<file path="config.mk">
export PLATFORM = sky130hd
export DESIGN_NAME = alu_share_ctrl
export DESIGN_NICKNAME = d
export VERILOG_FILES = /design/src/rtl/alu_share_pkg.sv /design/src/rtl/alu_share_alu.sv /design/src/rtl/alu_share_ctrl_rr_arb.sv /design/src/rtl/alu_share_ctrl.sv
export SDC_FILE = /design/constraint.sdc
export NUM_CORES = 1
export LEC_CHECK = 0
export CAP_MARGIN = 40
export CORE_MARGIN = 2
export CORE_UTILIZATION = 25
export DETAILED_ROUTE_END_ITERATION = 12
export PLACE_DENSITY = 0.42
export RECOVER_POWER = 100
export SLEW_MARGIN = 15
export SYNTH_ARGS = -nofsm -noshare
export SYNTH_HDL_FRONTEND = slang
export SYNTH_SLANG_ARGS = --single-unit
</file>
<file path="constraint.sdc">
create_clock -name clk -period 8.8 [get_ports clk]
set_clock_uncertainty 0.2 [all_clocks]
set_input_delay 2.64 -clock clk [delete_from_list [all_inputs] [get_ports clk]]
set_output_delay 2.64 -clock clk [all_outputs]
set_load 0.02 [all_outputs]
</file>
<file path="src/rtl/alu_share_pkg.sv">
// alu_share_pkg: opcodes, FSM states and constants shared by the ALU-sharing controller.
package alu_share_pkg;
   localparam logic [2:0] OP_ADD  = 3'b000;
   localparam logic [2:0] OP_SUB  = 3'b001;
   localparam logic [2:0] OP_MUL  = 3'b010;
   localparam logic [2:0] OP_DIV  = 3'b011;
   localparam logic [2:0] OP_XOR  = 3'b100;
   localparam logic [2:0] OP_NAND = 3'b101;
   localparam logic [2:0] OP_MOD  = 3'b110;
   localparam logic [2:0] OP_NEG  = 3'b111;
   localparam logic [7:0] DIVZ_RESULT = 8'hFF;
   typedef enum logic [1:0] {IDLE, EXEC, RESP} state_t;
endpackage

</file>
<file path="src/rtl/alu_share_alu.sv">
// alu_share_alu: combinational ALU, operands zero-extended to the result width; traps div/mod by zero.
module alu_share_alu
   import alu_share_pkg::*;
#(
   parameter int DW  = 4,
   parameter int OPW = 3,
   parameter int RW  = 8
) (
   input  logic [DW-1:0]  a,
   input  logic [DW-1:0]  b,
   input  logic [OPW-1:0] op,
   output logic [RW-1:0]  y,
   output logic           err
);
   logic [RW-1:0] ea, eb;
   assign ea  = RW'(a);
   assign eb  = RW'(b);
   assign err = (op == OP_DIV || op == OP_MOD) && b == '0;
   always_comb begin
      y = '0;
      case (op)
         OP_ADD:  y = ea + eb;
         OP_SUB:  y = ea - eb;
         OP_MUL:  y = ea * eb;
         OP_DIV:  y = err ? RW'(DIVZ_RESULT) : ea / eb;
         OP_XOR:  y = ea ^ eb;
         OP_NAND: y = ~(ea & eb);
         OP_MOD:  y = err ? RW'(DIVZ_RESULT) : ea % eb;
         OP_NEG:  y = '0 - ea;
         default: y = '0;
      endcase
   end
endmodule

</file>
<file path="src/rtl/alu_share_ctrl_rr_arb.sv">
// rr_arb: combinational round-robin picker; first set request at or after ptr, cyclically.
module rr_arb #(
   parameter int NREQ = 2,
   parameter int IW   = NREQ > 1 ? $clog2(NREQ) : 1
) (
   input  logic [NREQ-1:0] req,
   input  logic [IW-1:0]   ptr,
   output logic [NREQ-1:0] gnt,
   output logic [IW-1:0]   idx
);
   // Scanning from the farthest position back lets the nearest valid one win.
   always_comb begin
      idx = '0;
      for (int i = NREQ - 1; i >= 0; i--)
         if (req[(int'(ptr) + i) % NREQ]) idx = IW'((int'(ptr) + i) % NREQ);
   end
   assign gnt = (|req) ? NREQ'(1) << idx : '0;
endmodule

</file>
<file path="src/rtl/alu_share_ctrl.sv">
// alu_share_ctrl: round-robin sharing of one combinational ALU among NREQ requesters,
// one command in flight, registered result returned over a valid/ready handshake.
module alu_share_ctrl
   import alu_share_pkg::*;
#(
   parameter int NREQ = 2,
   parameter int DW   = 4,
   parameter int OPW  = 3,
   parameter int RW   = 8,
   parameter int IW   = NREQ > 1 ? $clog2(NREQ) : 1
) (
   input  logic              clk,
   input  logic              rst_n,
   input  logic [NREQ-1:0]   req_valid,
   output logic [NREQ-1:0]   req_ready,
   input  logic [NREQ*DW-1:0]  req_a,
   input  logic [NREQ*DW-1:0]  req_b,
   input  logic [NREQ*OPW-1:0] req_op,
   output logic [NREQ-1:0]   rsp_valid,
   input  logic [NREQ-1:0]   rsp_ready,
   output logic [RW-1:0]     rsp_data,
   output logic              rsp_err,
   output logic              busy,
   output logic [IW-1:0]     grant_id
);
   state_t         state;
   logic [IW-1:0]  ptr, idx;
   logic [NREQ-1:0] gnt;
   logic [DW-1:0]  a_q, b_q;
   logic [OPW-1:0] op_q;
   logic [RW-1:0]  alu_y;
   logic           alu_err;
   rr_arb #(.NREQ(NREQ), .IW(IW)) u_arb (
      .req(req_valid), .ptr(ptr), .gnt(gnt), .idx(idx)
   );
   alu_share_alu #(.DW(DW), .OPW(OPW), .RW(RW)) u_alu (
      .a(a_q), .b(b_q), .op(op_q), .y(alu_y), .err(alu_err)
   );
   assign req_ready = state == IDLE ? gnt : '0;
   assign rsp_valid = state == RESP ? NREQ'(1) << grant_id : '0;
   assign busy      = state != IDLE;
   // The pointer moves only when the owner takes its response, not at grant time.
   always_ff @(posedge clk or negedge rst_n) begin
      if (!rst_n) begin
         state    <= IDLE;
         ptr      <= '0;
         grant_id <= '0;
         a_q      <= '0;
         b_q      <= '0;
         op_q     <= '0;
         rsp_data <= '0;
         rsp_err  <= 1'b0;
      end else begin
         case (state)
            IDLE: if (|req_valid) begin
               a_q      <= req_a[idx*DW +: DW];
               b_q      <= req_b[idx*DW +: DW];
               op_q     <= req_op[idx*OPW +: OPW];
               grant_id <= idx;
               state    <= EXEC;
            end
            EXEC: begin
               rsp_data <= alu_y;
               rsp_err  <= alu_err;
               state    <= RESP;
            end
            RESP: if (rsp_ready[grant_id]) begin
               ptr   <= grant_id == IW'(NREQ - 1) ? '0 : grant_id + IW'(1);
               state <= IDLE;
            end
            default: state <= IDLE;
         endcase
      end
   end
endmodule

</file>
After elaboration in Yosys (flattened, before gate mapping)
Cells that the tools add are included.
{"block": "op_classes", "addsub": 5, "multipliers": 2, "div_mod_pow": 2, "order_cmp": 3, "n_eq_ne": 11, "shift": 5, "n_mux": 19, "bitwise_logic": 4, "reduce_logical": 10}
{"cell": "case mux 8 bit (8 select lines)", "n": 1}
{"cell": "two-way mux 8 bit", "n": 2}
{"cell": "indexed part select 8 x 4 -> 4 bit", "n": 2}
{"cell": "== test 3 bit (second input constant)", "n": 4}
{"cell": "two-way mux 1 bit", "n": 10}
{"cell": "two-way mux 2 bit", "n": 5}
{"cell": "divider 4 x 4 -> 8 bit", "n": 1}
{"cell": "remainder unit 4 x 4 -> 8 bit", "n": 1}
{"cell": "multiplier 4 x 4 -> 8 bit", "n": 1}
{"cell": "NOT 8 bit", "n": 1}
{"cell": "== test 3 x 2 -> 1 bit (second input constant)", "n": 2}
{"cell": "case mux 2 bit (3 select lines)", "n": 1}
{"cell": "AND reduction 2 bit", "n": 3}
{"cell": "indexed part select 6 x 4 -> 3 bit", "n": 1}
{"cell": "adder 4 x 4 -> 5 bit", "n": 1}
{"cell": "subtractor 1 x 4 -> 5 bit (first input constant)", "n": 1}
{"cell": "subtractor 4 x 4 -> 5 bit", "n": 1}
{"cell": "bitwise AND 4 bit", "n": 1}
{"cell": "logical NOT 4 bit", "n": 1}
{"cell": "less-than comparator 1 x 2 -> 1 bit (second input constant)", "n": 2}
{"cell": "!= test 2 x 1 -> 1 bit (second input constant)", "n": 2}
{"cell": "left shift 1 x 1 -> 2 bit (first input constant)", "n": 2}
{"cell": "XOR 4 bit", "n": 1}
{"cell": "== test 3 x 1 -> 1 bit (second input constant)", "n": 1}
{"cell": "other kinds (12)", "n": 13}
{"block": "totals", "reg_bits": 24, "in_bits": 28}

Logic depth before layout (Yosys ltp)
{"block": "logic_depth", "ltp_word": 10, "ltp_mapped": 53, "mapped_depth_nobuf": 52}

Cells and area by module
From an unflattened synthesis, not the netlist that was laid out.
{"block": "hier_totals", "cells_unflattened": 461, "area_unflattened_um2": 3988.8}
{"mod": "alu_share_alu", "n_inst": 1, "cells_per_inst": 381, "area_per_inst_um2": 2795.2, "seq_area_each_um2": 0.0}
{"mod": "alu_share_ctrl", "n_inst": 1, "cells_per_inst": 76, "area_per_inst_um2": 1167.4, "seq_area_each_um2": 600.6}
{"mod": "rr_arb", "n_inst": 1, "cells_per_inst": 4, "area_per_inst_um2": 26.3, "seq_area_each_um2": 0.0}

Least setup slack after synthesis
OpenSTA, ideal clock, no wires.
{"block": "synth_path", "kind": "reg2reg", "startpoint": "register b_q[0]", "endpoint": "register rsp_data[2]", "setup_ns": 0.124, "arrival_time_ns": 9.045, "setup_slack_ns": -0.570, "stages_incl_launch_ff": 43, "n_path_buf": 2, "period_less_slack_ns": 9.370, "path_cell_list": "dfrtp_1 inv_1 ha_1 o21a_1 o21ai_0 a21oi_1 nor2_1 ha_1 or3_1 o221ai_2 o31ai_1 ha_1 a21oi_1 nand2_1 a21oi_1 o21ai_2 buf_6 mux2_2 [... 7 more ...] a21oi_1 ha_1 o21a_1 o21a_1 o21ai_0 nor2b_1 and4_1 nand3_1 mux2_2 ha_1 a21o_1 a21oi_1 nand2_1 a211oi_2 and3_1 buf_6 mux2i_1 a21oi_1"}
{"block": "synth_via", "elab_chain_len": 4, "elab_cells_between_ends": 10}
{"item": "from (decl)", "line_no": "alu_share_ctrl.sv:29", "rtl": "logic [DW-1:0] a_q, b_q;"}
{"item": "from (signal assigned)", "line_no": "alu_share_ctrl.sv:57", "rtl": "b_q <= req_b[idx*DW +: DW];"}
{"item": "branches (longest 3 deep; another with remainder unit 4 x 4 -> 8 bit)"}
{"item": "case mux 8 bit (8 select lines) (*)", "line_no": "alu_share_alu.sv:21", "rtl": "case (op)"}
{"item": "to (signal assigned)", "line_no": "alu_share_ctrl.sv:63", "rtl": "rsp_data <= alu_y;"}
{"item": "to (decl)", "line_no": "alu_share_ctrl.sv:21", "rtl": "output logic [RW-1:0] rsp_data,"}
Every way passes the cells marked *.
A chain may end at the register's enable or synchronous reset.

Worst setup path after layout
{"block": "layout_path", "startpoint": "register b_q[1]", "endpoint": "register rsp_data[2]"}
Same word-level chain as after synthesis.

==> impl_metrics.tcl <==
set metrics [dict create \
    crit_type "reg2reg" \
    final_period_minus_worst_setup_slack_ps 8380 \
    grt_start_max_net_pins 31 \
    postSynthRegisterBits 24 \
    die_w_um 129 \
    placement_rows 45 \
    timing.reg2reg.setup_slack_ps 420 \
    grt_antenna_before_repair 0 \
    detailedRoute.firstIterationViolations 176 \
    track_usage 0.148 \
    postSynth.asyncResetShare 1.00 \
    effective_utilization_at_floorplan 0.257 \
    synth-edff-count 0 \
    detail_route.drc_violations 0 \
    hold_path.startpoint "rsp_err" \
    crit_start "b_q[1]" \
    antenna_left 0 \
    cell_count_after_synthesis 496 \
    final_cycle_share 0.952 \
    drt-total-wl_um 12200 \
    fp.coreArea_um2 15300 \
    synth_top_cell_by_area "ha_1" \
    overflow 0 \
    worst_skew_pair.late_latency_ps 260 \
    syn-mean-instance-area_um2 7.91 \
    tritoncts.num_buffers 3 \
    r2r_end "rsp_data[2]" \
    placedInstanceArea_um2 4740 \
    syn_area_um2 3920 \
    timing.slew.headroom 0.0963 \
    status "complete, no violations" \
    timing.critical_path.fanout_max 5 \
    area_delta_synth_final_pct 30.2 \
    timing_max_transition_violations_final 0 \
    timing.final.hold_violations 0 \
    cts-root-to-sink-buffers 2 \
    yosys-top-cells-area "ha_1 16%, dfrtp_1 15%, a21oi_1 5.4%" \
    cts.sink_count 24 \
    finalSetupTns_ps 0 \
    min_to "rsp_err" \
    final_net_count 643 \
    worstHoldPathType "reg2reg" \
    critical_path_arrival_ps 8330 \
    synthDominantCellAreaShare 0.156 \
    ys_warns 0 \
    drv.max_cap_violation_count 0 \
    worstPathRequired_ps 8750 \
    hold_path_depth 2 \
    first_global_vias 3769 \
    gp_routability_congestion 0.843 \
    die_area_um2 16700 \
    synth_top_flop_cell "dfrtp_1" \
    layout-drive-gt1-share 0.181 \
    root_buffer "clkbuf_16" \
    h-tree-depth 1 \
    setup_viol_count_final 0 \
    num_antenna_cells 0 \
    timing.critical_path.to_type "register" \
    most-common-layout-cells "52 x nor2_1, 41 x ha_1, 36 x nand2_1" \
    synth.lib_cells_used.distinct 74 \
    wire_per_inst_um 15.8 \
    fmax_mhz 119 \
    most_common_cell_after_layout_fill_and_taps_aside "nor2_1" \
    max_stage_delay_ps 440 \
    tightest_slew_ps 1360 \
    final_area_um2 5110 \
    reg2regPathDepth 41 \
    critical-path-top-cell-by-count "nand2_1" \
    die_h_um 129 \
    vias_per_cell 4.96 \
    tritoncts "done" \
    port_buffers 42 \
    setup.worst_path.start_class "register" \
    hpwlAfterDp_um 9800 \
    cts_clock_pin_slew_for_the_worst_setup_and_hold_paths_ps 70 \
    timing.rr.start "b_q[1]" \
    grt_pass1_wl_um 19700 \
    synth.yosys.seq_area_share 0.153 \
    cp_slowest_cell "dfrtp_2" \
    route.vias.total 3816 \
    first_pass_iters 4 \
    top_level_ports 43 \
]
## synth_stat cells (6+ instances only)
cell      instances
a21o_1           14
a21oi_1          42
a31oi_1          10
clkbuf_1         14
dfrtp_1          24
fa_1              7
ha_1             49
inv_1            31
mux2_2            6
mux2i_1          14
nand2_1          36
nor2_1           54
nor2b_1          10
nor3_1           15
o21a_1            8
o21ai_0          32
xnor2_1          15
xor2_1            9
## area by class of cell
class | count | area (µm²)
Tap cell | 211 | 264
Sequential cell | 24 | 603
Clock inverter | 1 | 30.0
Clock buffer | 3 | 75.1
Multi-Input combinational cell | 422 | 3340
Timing Repair Buffer | 77 | 679
Fill cell | 1625 | 10100
Inverter | 31 | 120
## worst max-delay path by stage
stage                     slack [ps]          end  depth (start not counted)
after floorplan                    7  rsp_data[2]                         44
after global placement           -20  rsp_data[5]                         42
after detailed placement         -70  rsp_data[2]                         41
after CTS                          5  rsp_data[0]                         41
after global routing             -70  rsp_data[5]                         43
final                            420  rsp_data[2]                         41
## state kept, by name, summed over array words and instances (netlist names)
register and flops:
grant_id 1, op_q 3, rsp_data 8, rsp_err 1
b_q 4, state 2, ptr 1, a_q 4
## kinds of logic after synthesis
| group | Yosys count | synth area share |
|---|---|---|
| muxes | 20 | 0.0529 |
| adders and majority gates | 56 | 0.192 |
| AOI/OAI and AO/OA | 159 | 0.277 |
| xor gates and xnor gates | 24 | 0.0536 |
| DFF | 24 | 0.153 |
| and+or+nand+nor | 159 | 0.211 |
| other | 1 | 0.000956 |
| buffers and inverters | 53 | 0.0590 |
## worst max-delay path, delay by kind of cell, from the launching register on
family / cells / cell delay (ps)
simple gates: 12 / 2360
mux: 2 / 620
compound gates: 20 / 3040
fa+ha+maj: 6 / 1490
flops: 1 / 440
buf+inv: 1 / 100
## timing repair
item / in CTS / in global routing
buffers inserted: 0 / 11
resized for setup: 5 / 27
setup endpoints to repair: 3 / 8
hold buffers: 0 / 0
pin swaps: 0 / 14
## metrics by stage
| stage | instances | hold slack [ps] | utilization | setup slack (ps) |
|---|---|---|---|---|
| after CTS | 757 | 285 | 0.319 | 5.26 |
| after floorplan | 499 | 270 | - | 6.99 |
| after global placement | 753 | 267 | 0.311 | -15.6 |
| after global routing | 769 | 305 | 0.335 | -65.3 |
| after detailed placement | 753 | 269 | 0.311 | -71.4 |
| final | 769 | 275 | 0.335 | 419 |
## per-layer routing
| metal | GRT usage | up-vias | share of wire |
|---|---|---|---|
| met3 | 0.0182 | 20 | 0.029 |
| met2 | 0.242 | 57 | 0.47 |
| li1 | - | 1933 | - |
| met1 | 0.205 | 1806 | 0.47 |
| met4 | 0.0403 | 0 | 0.025 |
| met5 | 0 | - | 0 |
Power is left out: the tool's default activity adds up to more than one toggle a clock period on the data nets, which glitch-free logic cannot reach.
